[src/rtl/add_mul_i8.sv]
// ============================================================================
// Module      : add_mul_i8
// Description : Combinational integer multiply-add, y = (a * b + c) mod 2^WIDTH.
// Revision    : 1.0 - initial release
// ============================================================================
`default_nettype none

module add_mul_i8 #(
    parameter int WIDTH = 8
) (
    input  logic             clock,
    input  logic             reset,
    input  logic [WIDTH-1:0] a,
    input  logic [WIDTH-1:0] b,
    input  logic [WIDTH-1:0] c,
    output logic [WIDTH-1:0] y
);

    localparam int c_PW = 2 * WIDTH;

    logic [c_PW-1:0] w_prod;
    logic [c_PW-1:0] w_c_ext;
    logic [c_PW-1:0] w_sum;
    logic            w_unused;

    // Low WIDTH bits are sign-agnostic, so an unsigned product serves signed operands too.
    assign w_prod  = c_PW'(a) * c_PW'(b);
    assign w_c_ext = {{WIDTH{c[WIDTH-1]}}, c};
    assign w_sum   = w_prod + w_c_ext;
    assign y       = w_sum[WIDTH-1:0];

    // Clock and reset exist only for a uniform interface; they never reach y.
    assign w_unused = &{1'b0, clock, reset, w_sum[c_PW-1:WIDTH]};

endmodule

`default_nettype wire

[config.mk]
export PLATFORM = sky130hd
export DESIGN_NAME = add_mul_i8
export DESIGN_NICKNAME = d
export VERILOG_FILES = /design/src/rtl/add_mul_i8.sv
export SDC_FILE = /design/constraint.sdc
export NUM_CORES = 1
export LEC_CHECK = 0
export ABC_AREA = 1
export BUFFER_PORTS_ARGS = -buffer_cell sky130_fd_sc_hd__buf_2
export CORE_ASPECT_RATIO = 1.1
export CORE_MARGIN = 2
export CORE_UTILIZATION = 55
export DETAILED_ROUTE_END_ITERATION = 8
export PLACE_DENSITY = 0.9
export SLEW_MARGIN = 20
export SYNTH_ARGS = -nofsm -noshare
export SYNTH_HDL_FRONTEND = slang
export SYNTH_SLANG_ARGS = --single-unit
[constraint.sdc]
create_clock -name vclk -period 6.56
set_clock_uncertainty 0.2 [all_clocks]
set_input_delay 1.312 -clock vclk [all_inputs]
set_output_delay 1.312 -clock vclk [all_outputs]
set_load 0.01 [all_outputs]
After elaboration in Yosys (flattened, before gate mapping)
Cells that the tools add are included.
{ "classes": {"add_sub_neg": 1, "mul": 1} }
{ "op_table": {"columns": ["cell", "n"], "rows": [
  ["$add A8 B8 Y8", 1],
  ["$mul A8 B8 Y8", 1]
]} }
{ "word_totals": {"wordCells": 2, "regBits": 0, "in_bits": 26, "out_inout_bits": 8} }

Logic depth before layout (Yosys ltp)
{ "logic_depth": {"depth_word": 2, "depth_mapped": 21, "mapped_depth_nobuf": 20} }

Worst setup path before layout
Ideal clock, no wire load.
{ "synth_path": {"path_kind": "in2out", "from": "in b[0]", "to": "out y[7]", "n_path_buf": 1, "cell_stages": 19, "path_slack_ps": 520, "t_required_ps": 5048, "t_arrival_ps": 4528, "path_cell_list": "buf_6 nand2_1 fa_1 inv_1 fa_1 inv_1 fa_1 fa_1 inv_1 ha_1 nand2_1 nand2_1 nor2_1 nand2_1 nand2_2 nor2_1 nor2_1 nand3_1 nand2_1"} }
{ "synth_between": {"elab_chain_cells": 2} }
{ "synth_lines": {"columns": ["item", "line", "text"], "rows": [
  ["from (decl)", "14", "input logic [WIDTH-1:0] b,"],
  ["$mul A8 B8 Y8", "27", "assign w_prod = c_PW'(a) * c_PW'(b);"],
  ["$add A8 B8 Y8", "29", "assign w_sum = w_prod + w_c_ext;"],
  ["to (decl)", "16", "output logic [WIDTH-1:0] y"]
]} }
Every way passes these cells.

Worst setup path after layout
Same ends and word-level chain as after synthesis.

==> flow_summary.yaml <==
placed_design:
  dpl_worst_slack_ps: 160.8
  dp_hpwl_um: 2236
  portBuffers: 32
  finalWeightedCongestion: 0.7977
  dp_cells: 261
pwr:
  swShare_pct: 56.66
  pwr-share-clk_pct: 0
  p_comb_share_pct: 100.0
  power_frac_seq_pct: 0
  p_switching_uw: 166.1
  powerDensity_mw_per_mm2: 194.7
  p_int_uw: 127.0
  power_uw: 293.1
  ir_drop_v: 0.0001184
  p_leak_nw: 1.019
grt:
  grt.total_usage_pct: 19.16
  grt_pass1_wl_um: 4146
  met1_usage_pct: 22.26
  gr-usage-met2_pct: 41.23
  grt_max_degree: 10
  grt_pass1_vias: 1068
  grt_use_met3_pct: 0.2688
  antenna_found_initial: 0
  top_usage_layer: "met2"
  grt-ovfl-total: 0
setup_path:
  critical_path_class: "input port to output port"
  start_kind: "input port"
  path_max_fanout: 6
  worstPathRequired_ps: 5050
  crit_chain: "buf_2, buf_4, nand2_1, fa_1, inv_1, fa_1, ha_1, inv_1, fa_1, fa_1, nand3b_1, nand2_1, nand2_1, nand2_2, nor2_1, nor2_1, nand3_1, nand2_1, buf_2"
  cpPeakStageDelay_ps: 520
  cp.arrival_ps: 4810
  crit_slowest_cell: "fa_1"
  endpoint_kind: "output port"
logic_synthesis:
  syn_inst: 200
  synth_warnings: 0
  yosysSeqAreaShare_pct: 0
  synth_nets: 261
  synth_cell_types: 17
  syn_area_mm2: 0.001306
  avgSynthCellArea_um2: 6.531
routing:
  dr.pass1.iters: 4
  drtIter0Drc: 11
  antenna_left: 0
  wire_per_inst_um: 9.318
  drcViolationCount: 0
  via_per_inst: 4.659
  route.vias.total: 1216
  routed_wl_um: 2432
finish:
  fill_cells: 225
  clock_buffers: 0
  seqCellArea_um2: 0
  seq_cells: 0
  area_growth_pct: 15.23
  drive_above_1_share_pct: 22.51
  diodes: 0
  instances_no_fill: 261
  fin_nets: 294
status:
  status: "finished clean"
die:
  ios: 34
  rows: 18
  start_util_pct: 58.00
  dieWidth_um: 50.47
  core_mm2: 0.002252
  design.die.area_mm2: 0.002781
  fp.dieH_um: 55.12
timing:
  post-route-period-util_pct: 96.32
  hold_viol: 0
  maxSlewHeadroom_pct: 87.16
  finalSetupViolations: 0
  rsz0062_at_grt: "false"
  worstMarginPinSlew_ps: 192.6
  final.setup.tns_ps: 0
  maxSlewViolCount: 0
  period_needed_ps: 6319
  fin_ws_ps: 241.1
  max_freq_mhz: 158.3
worst_hold_path:
  worstHoldPathType: "input port to output port"
cts:
  post_cts_buffers: 0
flow_run:
  drv_cap: 0
[routing by layer]
layer | vias up | wire (µm) | part of all wire, %
li1 | 629 | - | -
met5 | - | 0 | 0
met3 | 0 | 50 | 2.1
met1 | 565 | 984 | 40
met4 | 0 | 0 | 0
met2 | 22 | 1397 | 57
[critical path, delay by kind of cell]
kind	cells	cell delay, ps
buf+inv	5	520
simple gates	9	760
fa+ha+maj	5	2220
[layout by cell type, fill, tap and decap left out]
cell       n
ha_1      16
nand2_4    1
xor2_1     2
xnor2_1    2
ha_4       1
buf_2     32
nor2_1     6
clkinv_1   3
fa_1      18
inv_1     59
nand3_2    5
nand3_1    6
nand2_1   64
inv_2      1
a21oi_1    1
buf_4      1
nand3b_1   2
nand2_2   11
[cells in the mapped netlist]
cell type / n / share of area, %
a21oi_1: 1 / 0.38
buf_4: 1 / 0.57
buf_6: 1 / 0.86
clkinv_1: 3 / 0.86
fa_1: 18 / 28
ha_1: 17 / 16
inv_1: 59 / 17
inv_2: 1 / 0.29
nand2_1: 64 / 18
nand2_2: 11 / 5.3
nand2_4: 1 / 0.86
nand3_1: 6 / 2.3
nand3_2: 5 / 3.8
nand3b_1: 2 / 1.1
nor2_1: 6 / 1.7
xnor2_1: 2 / 1.3
xor2_1: 2 / 1.3
[power groups by stage]
stage / Combinational [mW] / Clock (mW) / Sequential (mW)
2_1_floorplan: 0.208 / 0 / 0
3_3_place_gp: 0.271 / 0 / 0
3_5_place_dp: 0.282 / 0 / 0
4_1_cts: 0.284 / 0 / 0
5_1_grt: 0.336 / 0 / 0
6_report: 0.293 / 0 / 0
[stage by stage]
| stage | cell area [µm²] | util, % | hold WS (ps) |
|---|---|---|---|
| floorplan | 1306 | - | 2575 |
| global placement | 1493 | 66.28 | 2728 |
| detailed placement | 1493 | 66.28 | 2732 |
| CTS | 1493 | 66.28 | 2733 |
| global route | 1505 | 66.83 | 2749 |
| finish | 1505 | 66.83 | 2728 |
[final timing paths]
path | start | endpoint | cells past startpoint
max | b[0] | y[7] | 19
min | c[0] | y[0] | 3
[logic make-up after synthesis]
group	Yosys count	share of synthesized area, %
AND/OR/NAND/NOR	95	33.52
adder cells (fa/ha/maj)	35	43.87
AO/OA/AOI/OAI	1	0.3828
buffers and inverters	65	19.54
XOR/XNOR	4	2.682
[timing repair]
action                     4_1_cts  5_1_grt
hold buffers                     0        0
resized for setup                0        1
setup endpoints to repair        0        1
[area by class of cell]
cell class                      count  area, µm²  share of cell area, %
Tap cell                           30      37.54                  2.494
Inverter                           63      236.5                  15.71
Timing Repair Buffer               33      167.7                  11.14
Multi-Input combinational cell    135       1064                  70.66
Power figures use the tool's default switching activity.
